## src/rtl/header_checksum_engine_if.sv

```systemverilog
// Stream interface for header_checksum_engine: header beats in, checksum result out.
// The m_ok result signal exists only when CHECKSUM_VERIFY_EN is defined.
interface header_checksum_engine_if #(
  parameter int DATA_W = 32,
  parameter int CNT_W  = 4
);
  // Header beat stream (source -> engine)
  logic              s_valid;
  logic              s_ready;
  logic [DATA_W-1:0] s_data;
  logic              s_last;

  // Result channel (engine -> consumer)
  logic              m_valid;
  logic              m_ready;
  logic [15:0]       m_checksum;
  logic [CNT_W-1:0]  m_words;
  logic              m_error;
`ifdef CHECKSUM_VERIFY_EN
  logic              m_ok;
`endif

`ifdef CHECKSUM_VERIFY_EN
  // Engine side: consumes beats, produces the result
  modport slave (
    input  s_valid, s_data, s_last, m_ready,
    output s_ready, m_valid, m_checksum, m_words, m_error, m_ok
  );
  // Environment side: produces beats, consumes the result
  modport master (
    output s_valid, s_data, s_last, m_ready,
    input  s_ready, m_valid, m_checksum, m_words, m_error, m_ok
  );
`else
  // Engine side: consumes beats, produces the result
  modport slave (
    input  s_valid, s_data, s_last, m_ready,
    output s_ready, m_valid, m_checksum, m_words, m_error
  );
  // Environment side: produces beats, consumes the result
  modport master (
    output s_valid, s_data, s_last, m_ready,
    input  s_ready, m_valid, m_checksum, m_words, m_error
  );
`endif
endinterface

```

## src/rtl/header_checksum_engine.sv

```systemverilog
// header_checksum_engine: ones-complement checksum over a variable-length header.
// Every 16-bit lane of every beat is summed into a 32-bit accumulator; at the end
// of the header the sum is folded end-around-carry and inverted. Headers longer
// than MAX_WORDS beats are flagged and their excess beats are discarded.
// Optional feature macro: CHECKSUM_VERIFY_EN adds the m_ok verify result.
module header_checksum_engine #(
  parameter int DATA_W    = 32,
  parameter int MAX_WORDS = 15
) (
  input  logic                  clk,
  input  logic                  reset,
  header_checksum_engine_if.slave bus
);
  localparam int CNT_W = $clog2(MAX_WORDS + 1);
  localparam int LANES = DATA_W / 16;

  typedef enum logic [1:0] {ACCUM, DROP, FOLD, RESULT} state_t;

  state_t            r_state;
  state_t            w_state_next;

  logic [31:0]       r_acc;
  logic [CNT_W-1:0]  r_cnt;
  logic              r_err;

  logic [15:0]       r_checksum;
  logic [CNT_W-1:0]  r_words;
  logic              r_error;
`ifdef CHECKSUM_VERIFY_EN
  logic              r_ok;
`endif

  logic              w_s_ready;
  logic              w_beat;
  logic              w_acc_en;
  logic              w_set_err;
  logic              w_load;
  logic              w_clear;
  logic [15:0]       w_lane [LANES];
  logic [31:0]       w_beat_sum;
  logic [16:0]       w_f1;
  logic [15:0]       w_fold;

  // Split the beat into its 16-bit lanes
  for (genvar gi = 0; gi < LANES; gi++) begin : g_lane
    assign w_lane[gi] = bus.s_data[gi*16 +: 16];
  end

  // Plain binary sum of all lanes; carries stay in the upper accumulator half
  always_comb begin
    w_beat_sum = 32'd0;
    for (int i = 0; i < LANES; i++) begin
      w_beat_sum = w_beat_sum + {16'd0, w_lane[i]};
    end
  end

  // End-around-carry fold; the second add cannot carry out again
  always_comb begin
    w_f1   = {1'b0, r_acc[15:0]} + {1'b0, r_acc[31:16]};
    w_fold = w_f1[15:0] + {15'd0, w_f1[16]};
  end

  // Ready depends on state only and is held low while reset is asserted
  assign w_s_ready = !reset && ((r_state == ACCUM) || (r_state == DROP));
  assign w_beat    = bus.s_valid && w_s_ready;

  // State register
  always_ff @(posedge clk) begin
    if (reset) begin
      r_state <= ACCUM;
    end else begin
      r_state <= w_state_next;
    end
  end

  // Next-state and datapath strobes
  always_comb begin
    w_state_next = r_state;
    w_acc_en     = 1'b0;
    w_set_err    = 1'b0;
    w_load       = 1'b0;
    w_clear      = 1'b0;
    case (r_state)
      ACCUM: begin
        if (w_beat) begin
          w_acc_en = 1'b1;
          if (bus.s_last) begin
            w_state_next = FOLD;
          end else if (r_cnt == CNT_W'(MAX_WORDS - 1)) begin
            // This beat is the last one that fits; the rest of the header is dropped
            w_set_err    = 1'b1;
            w_state_next = DROP;
          end
        end
      end
      DROP: begin
        if (w_beat && bus.s_last) begin
          w_state_next = FOLD;
        end
      end
      FOLD: begin
        w_load       = 1'b1;
        w_state_next = RESULT;
      end
      RESULT: begin
        if (bus.m_ready) begin
          w_clear      = 1'b1;
          w_state_next = ACCUM;
        end
      end
      default: begin
        w_state_next = ACCUM;
      end
    endcase
  end

  // Accumulator, beat counter and oversize flag for the header in flight
  always_ff @(posedge clk) begin
    if (reset) begin
      r_acc <= 32'd0;
      r_cnt <= '0;
      r_err <= 1'b0;
    end else if (w_clear) begin
      r_acc <= 32'd0;
      r_cnt <= '0;
      r_err <= 1'b0;
    end else begin
      if (w_acc_en) begin
        r_acc <= r_acc + w_beat_sum;
        r_cnt <= r_cnt + CNT_W'(1);
      end
      if (w_set_err) begin
        r_err <= 1'b1;
      end
    end
  end

  // Result registers, captured in FOLD and held through RESULT
  always_ff @(posedge clk) begin
    if (reset) begin
      r_checksum <= 16'h0000;
      r_words    <= '0;
      r_error    <= 1'b0;
    end else if (w_load) begin
      r_checksum <= ~w_fold;
      r_words    <= r_cnt;
      r_error    <= r_err;
    end
  end

`ifdef CHECKSUM_VERIFY_EN
  // Verify result: a header carrying a correct checksum folds to all ones
  always_ff @(posedge clk) begin
    if (reset) begin
      r_ok <= 1'b0;
    end else if (w_load) begin
      r_ok <= (w_fold == 16'hFFFF);
    end
  end

  assign bus.m_ok = r_ok;
`endif

  assign bus.s_ready    = w_s_ready;
  assign bus.m_valid    = (r_state == RESULT);
  assign bus.m_checksum = r_checksum;
  assign bus.m_words    = r_words;
  assign bus.m_error    = r_error;

endmodule
```

## src/flat_wrapper.sv

```systemverilog
// flat-port wrapper written by rule: the top's interface ports become plain ports
module header_checksum_engine_flat 
#(
  parameter int DATA_W    = 32,
  parameter int MAX_WORDS = 15
)
  (clk, reset, bus_s_valid, bus_s_data, bus_s_last, bus_m_ready, bus_s_ready, bus_m_valid, bus_m_checksum, bus_m_words, bus_m_error);
  header_checksum_engine_if #(.DATA_W(DATA_W)) bus_i ();
  input  logic clk;
  input  logic reset;
  input wire logic [$bits(bus_i.s_valid)-1:0] bus_s_valid;
  input wire logic [$bits(bus_i.s_data)-1:0] bus_s_data;
  input wire logic [$bits(bus_i.s_last)-1:0] bus_s_last;
  input wire logic [$bits(bus_i.m_ready)-1:0] bus_m_ready;
  output wire logic [$bits(bus_i.s_ready)-1:0] bus_s_ready;
  output wire logic [$bits(bus_i.m_valid)-1:0] bus_m_valid;
  output wire logic [$bits(bus_i.m_checksum)-1:0] bus_m_checksum;
  output wire logic [$bits(bus_i.m_words)-1:0] bus_m_words;
  output wire logic [$bits(bus_i.m_error)-1:0] bus_m_error;
  assign bus_i.s_valid = bus_s_valid;
  assign bus_i.s_data = bus_s_data;
  assign bus_i.s_last = bus_s_last;
  assign bus_i.m_ready = bus_m_ready;
  assign bus_s_ready = bus_i.s_ready;
  assign bus_m_valid = bus_i.m_valid;
  assign bus_m_checksum = bus_i.m_checksum;
  assign bus_m_words = bus_i.m_words;
  assign bus_m_error = bus_i.m_error;
  header_checksum_engine #(.DATA_W(DATA_W), .MAX_WORDS(MAX_WORDS)) u_core (.clk(clk), .reset(reset), .bus(bus_i));
endmodule
```

## config.mk

```make
export PLATFORM = sky130hd
export DESIGN_NAME = header_checksum_engine_flat
export DESIGN_NICKNAME = d
export VERILOG_FILES = /design/src/rtl/header_checksum_engine_if.sv /design/src/rtl/header_checksum_engine.sv /design/src/flat_wrapper.sv
export SDC_FILE = /design/constraint.sdc
export NUM_CORES = 1
export LEC_CHECK = 0
export ABC_CLOCK_PERIOD_IN_PS = 5600
export CORE_ASPECT_RATIO = 0.9
export CORE_MARGIN = 10
export CORE_UTILIZATION = 57
export CTS_BUF_LIST = sky130_fd_sc_hd__clkbuf_16
export CTS_CLUSTER_SIZE = 12
export DETAILED_ROUTE_END_ITERATION = 10
export PLACE_DENSITY = 0.81
export REMOVE_ABC_BUFFERS = 1
export SETUP_SLACK_MARGIN = 0.2
export SKIP_LAST_GASP = 1
export SLEW_MARGIN = 10
export SYNTH_ARGS = -nofsm -noshare
export SYNTH_HDL_FRONTEND = slang
export SYNTH_SLANG_ARGS = --single-unit
```

## constraint.sdc

```tcl
create_clock -name clk -period 5.6 [get_ports clk]
set_input_delay 1.12 -clock clk [delete_from_list [all_inputs] [get_ports clk]]
set_output_delay 1.12 -clock clk [all_outputs]
set_load 0.02 [all_outputs]
```

[After elaboration in Yosys (flattened, before gate mapping)]
Cells that the tools add are included.
Operators by class
  add/subtract/negate cells: 5
  equal/unequal tests: 8
  mux-type cells: 15
  bitwise operators: 1
  reductions and logical operators: 8
Operators with widths (count)
  $add 16x16->17: 2
  $add 32x32->32: 1
  $add 16x1->16: 1
  $not 16->16: 1
  $mux 2: 5
  $mux 1: 9
  $pmux 2 s4: 1
  $add 4x1->4 const B: 1
  $eq 2x2->1 const B: 2
  $eq 4x4->1 const B: 1
  $ne 2x2->1 const B: 2
  $reduce_and 4->1: 1
  $logic_and 1x1->1: 3
  $ne 3x3->1 const B: 1
  $eq 2x1->1 const B: 1
  $logic_not 2->1: 1
  $ne 2x1->1 const B: 1
  $reduce_or 2->1: 1
  $logic_not 1->1: 1
  $logic_or 1x1->1: 1
Storage, ports and cells
  bits in registers: 60
  input port bits: 37
  output and inout port bits: 23

[Depth between registers and ports, before layout]
  depth after elaboration: 7
  gate-level depth with buffers: 20
  depth with buffers taken out: 19

[Least setup slack after synthesis]
Ideal clock, no wire load.
  path type: input to register
  from: input bus_s_data[0]
  to: register u_core.r_acc[19]
  data arrival time: 4.374 ns
  required time: 5.472 ns
  setup slack: 1.099 ns
  stages on the path: 19
  path buffers: 0
  cells stage by stage: ha_1 > inv_1 > fa_1 > nor2b_1 > o21a_1 > o21ai_1 > a21oi_1 > o21ai_0 > nand2b_1 > xor2_1 > ha_1 > a21o_1 > a221o_1 > a21oi_1 > a31oi_1 > o211ai_1 > a21oi_1 > xnor2_1 > nor2_1
On the way
  cells in the longest elaborated chain, start to end: 2
RTL lines
  start: declaration: RTL line flat_wrapper.sv:12  | input wire logic [$bits(bus_i.s_data)-1:0] bus_s_data;
  $add 16x16->17: RTL line header_checksum_engine.sv:53  | w_beat_sum = w_beat_sum + {16'd0, w_lane[i]};
  $add 32x32->32: RTL line header_checksum_engine.sv:129  | r_acc <= r_acc + w_beat_sum;
  end signal: assignment: RTL line header_checksum_engine.sv:129
  end: declaration: RTL line header_checksum_engine.sv:22  | logic [31:0] r_acc;
Every way passes these cells.
A chain may end at the register's enable or synchronous reset.

[Worst setup path in the final report]
  from: input bus_s_data[0]
  to: register u_core.r_acc[21]
Same word-level chain as after synthesis.

==> flow_summary_export.csv <==
group,metric,value,unit
status,status,"completed",
logic_synthesis,yosysTopAreaCell,"dfxtp_1",
die,initial_core_util,58.6,%
logic_synthesis,yosysWarningCount,0,
cts,root_buffer,"clkbuf_16",
placement,port_buffers,59,
global_routing,antenna_found_initial,0,
drt,first_pass_iters,4,
logic_synthesis,synth_edf_count,0,
cells_and_area,ff_latch_area,1200,um2
worst_setup_path,critPathMaxFanout,8,
hold_path,hold_path.class,"flip-flop to flip-flop",
cells_and_area,areaGrowthSynthToFinish,19.4,%
logic_synthesis,synth.ff_latch_count,60,
sta,fin_skew,0.00730,ns
die,die_x,119,um
sta,tns,0,ns
cells_and_area,multi_input_area,3680,um2
sta,fin_ws,0.690,ns
sta,slew_headroom,62.4,%
logic_synthesis,ys_seq_area_share,23.8,%
die,die_h,109,um
power,powerDensity,330,nW/um2
power,leakage,0.00248,uW
drt,avgViaCountPerCell,5.78,
worst_setup_path,slowest_stage,"clkdlybuf4s50_1",
worst_setup_path,endpoint_kind,"flip-flop",
global_routing,grt_max_degree,29,
sta,rsz0062_at_grt,"false",
cts,cts_inserted_buffers,9,
cts,cts_sinks,60,
logic_synthesis,netlist.area_leader.share,23.8,%
placement,dp_slack,0.390,ns
global_routing,grt_pass1_vias,4558,
worst_setup_path,start_kind,"input pin",
cells_and_area,final_util,70.0,%
cts,cts_tree,"done",
logic_synthesis,ys_top_cells_by_area,"dfxtp_1 (24%), ha_1 (14%), xnor2_1 (5.7%), a21oi_1 (5.5%), nor2_1 (4.6%)",
logic_synthesis,avgSynthCellArea,8.08,um2
sta,drv_slew,0,
power,p_total,1990,uW
cts,hold_buffers,0,
drt,wl_per_cell,14.9,um
cts,cts.clk_slew.worst_paths,0.05,ns
worst_setup_path,worstPathRequired,5.81,ns
die,rows,32,
placement,routabilityCongestion,0.968,
drt,drc,0,
die,io_pins,60,
drt,drtIter0Drc,232,
worst_setup_path,cpPeakStageDelay,0.46,ns
sta,fmax,0.204,GHz
drt,antenna_left,0,
sta,hold_viol_final,0,
cts,cts_resized,0,
die,core_area,8610,um2
logic_synthesis,ys_async_sr_fraction,0,%
global_routing,grt-ovfl-total,0,
sta,min_period,4.91,ns
cts,cts_max_level,3,
power,ir_drop,0.150,mV
logic_synthesis,yosysUniqueCellTypes,65,
cts,postCtsSetupBuffers,0,
worst_setup_path,path_cells,"clkdlybuf4s50_1 > ha_1 > inv_1 > fa_1 > nor2b_1 > o21a_1 > o21ai_1 > a21oi_1 > o21ai_0 > nand2b_1 > xor2_1 > ha_1 > a21o_1 > a221o_1 > a21oi_1 > a31oi_1 > o211ai_1 > buf_4 > a21boi_1 > xnor2_1 > nor2_1",
worst_setup_path,critPathKind,"input pin to flip-flop",
logic_synthesis,synth_area,5040,um2
logic_synthesis,postSynthCellCount,624,
global_routing,grt_pass1_wl,20200,um
cells_and_area,drive_gt1_share,5.97,%
worst_setup_path,arrival,5.12,ns
sta,period_share,87.7,%
cells_and_area,fillers,708,
cts,cts_max_path_buffers,2,
logic_synthesis,synth_ff_type,"dfxtp_1",
flow_run,max_cap_viol_count,0,
cells_and_area,nNetsFinal,779,
global_routing,grt_usage,18.3,%
sta,setup_viol,0,
cells_and_area,num_antenna_cells,0,
die,fp.dieArea,13000,um2
placement,dp_hpwl,9450,um
drt,route.final.wire_length,12000,um
cts,worstSkewPairLatency,0.33,ns
drt,vias,4660,
sta,worst_slew_pin_slew,0.562,ns
where the power goes:
group	leakage, uW	internal, uW	switching (uW)
Clock	0.000129	296	201
Sequential	0.000488	507	65.5
Combinational	0.00187	412	506
Total	0.00248	1220	772
Yosys cell counts (all sizes together) (2+ instances only):
cell type,instances
buf,6
and3,11
nor3,14
nor2,62
nor3b,3
a21boi,6
a211o,4
o21a,4
a221o,2
a21oi,57
nor2b,5
nand3,21
ha,57
mux2i,13
a211oi,18
a311oi,2
a2111o,4
o311ai,4
and4,4
xnor2,33
nand2,58
dfxtp,60
a31o,2
o22ai,2
o31a,3
a21o,16
o21bai,6
o21ai,32
inv,21
and2,6
fa,3
a31oi,6
clkbuf,13
nor4b,3
or2,5
nand3b,2
xor2,12
a2111oi,2
o211ai,8
or3,7
o311a,2
nand4,7
nand2b,9
final timing paths:
check	from	to	slack (ns)	cells after the start
min	u_core.bus.m_checksum[11]$_SDFFE_PP0P_	u_core.bus.m_checksum[11]$_SDFFE_PP0P_	0.46	2
min reg2reg	u_core.bus.m_checksum[11]$_SDFFE_PP0P_	u_core.bus.m_checksum[11]$_SDFFE_PP0P_	0.46	2
max reg2reg	u_core.r_acc[0]$_SDFFE_PP0P_	u_core.bus.m_checksum[14]$_SDFFE_PP0P_	1.36	18
max	bus_s_data[0]	u_core.r_acc[21]$_SDFFE_PP0P_	0.69	21
cells by family (layout without fill, tap and decap cells):
logic type | after synthesis | after routing | share of synthesized area [%]
AND/OR/NAND/NOR | 220 | 220 | 21.7
AO/OA/AOI/OAI | 184 | 184 | 25.1
adder cells (fa/ha/maj) | 60 | 60 | 15.3
flip-flops | 60 | 60 | 23.8
XOR/XNOR | 46 | 46 | 8.26
buffers and inverters | 41 | 104 | 3.25
multiplexers | 13 | 13 | 2.58
critical path: cells and delay by family:
kind / cells / cell delay (ns)
adders and majority gates: 3 / 0.89
buffers and inverters: 3 / 0.71
xor gates and xnor gates: 2 / 0.34
AOI/OAI and AO/OA: 10 / 1.77
and+or+nand+nor: 3 / 0.29
metrics by stage:
step                cell area [um2]  hold slack (ns)  instances
detailed placement             5760            0.453        790
global placement               5760            0.448        790
CTS                            6030            0.460        806
floorplan                      4960            0.437        605
global route                   6030            0.478        806
finish                         6030            0.460        806
routing by layer:
layer / track usage [%] / up-vias / wire length [um]
li1: - / 2407 / -
met1: 20.9 / 2138 / 5550
met2: 32.8 / 105 / 5710
met3: 3.67 / 10 / 597
met4: 7.93 / 0 / 182
met5: 0 / - / 0
layout by cell type, fill, tap and decap left out, types with 4 or more instances in the layout:
master | netlist | final
buf_4 | 0 | 7
dfxtp_1 | 60 | 60
nand4_1 | 7 | 7
inv_1 | 21 | 22
a21oi_1 | 55 | 55
nand2b_1 | 9 | 9
a31oi_1 | 6 | 6
a211o_1 | 4 | 4
o21a_1 | 4 | 4
o21ai_1 | 14 | 14
nor2b_1 | 5 | 5
nor3_1 | 14 | 14
and4_1 | 4 | 4
nand3_1 | 20 | 20
clkbuf_16 | 0 | 9
o211ai_1 | 8 | 8
or3_1 | 7 | 7
ha_1 | 57 | 57
a2111o_1 | 4 | 4
a21o_1 | 16 | 16
nor2_1 | 62 | 62
nand2_1 | 58 | 58
xnor2_1 | 33 | 33
a21boi_1 | 6 | 6
o21ai_0 | 18 | 18
and2_1 | 6 | 6
and3_1 | 11 | 11
o21bai_1 | 6 | 6
xor2_1 | 12 | 12
mux2i_1 | 13 | 13
a211oi_1 | 15 | 15
clkdlybuf4s50_1 | 0 | 59
area by class of cell:
class                           count  area share (%)
Clock buffer                        9            3.74
Tap cell                          119            2.47
Inverter                           22            1.37
Timing Repair Buffer               66            10.7
Multi-Input combinational cell    523            61.1
Clock inverter                      7           0.748
Sequential cell                    60            19.9
registers in the layout, indices dropped and copies added (netlist names):
| signal | cells |
|---|---|
| u_core.bus.m_checksum | 16 |
| u_core.r_acc | 32 |
| u_core.r_err | 1 |
| u_core.bus.m_error | 1 |
| u_core.bus.m_words | 4 |
| u_core.r_state | 2 |
| u_core.r_cnt | 4 |
(Power assumes the default switching activity.)
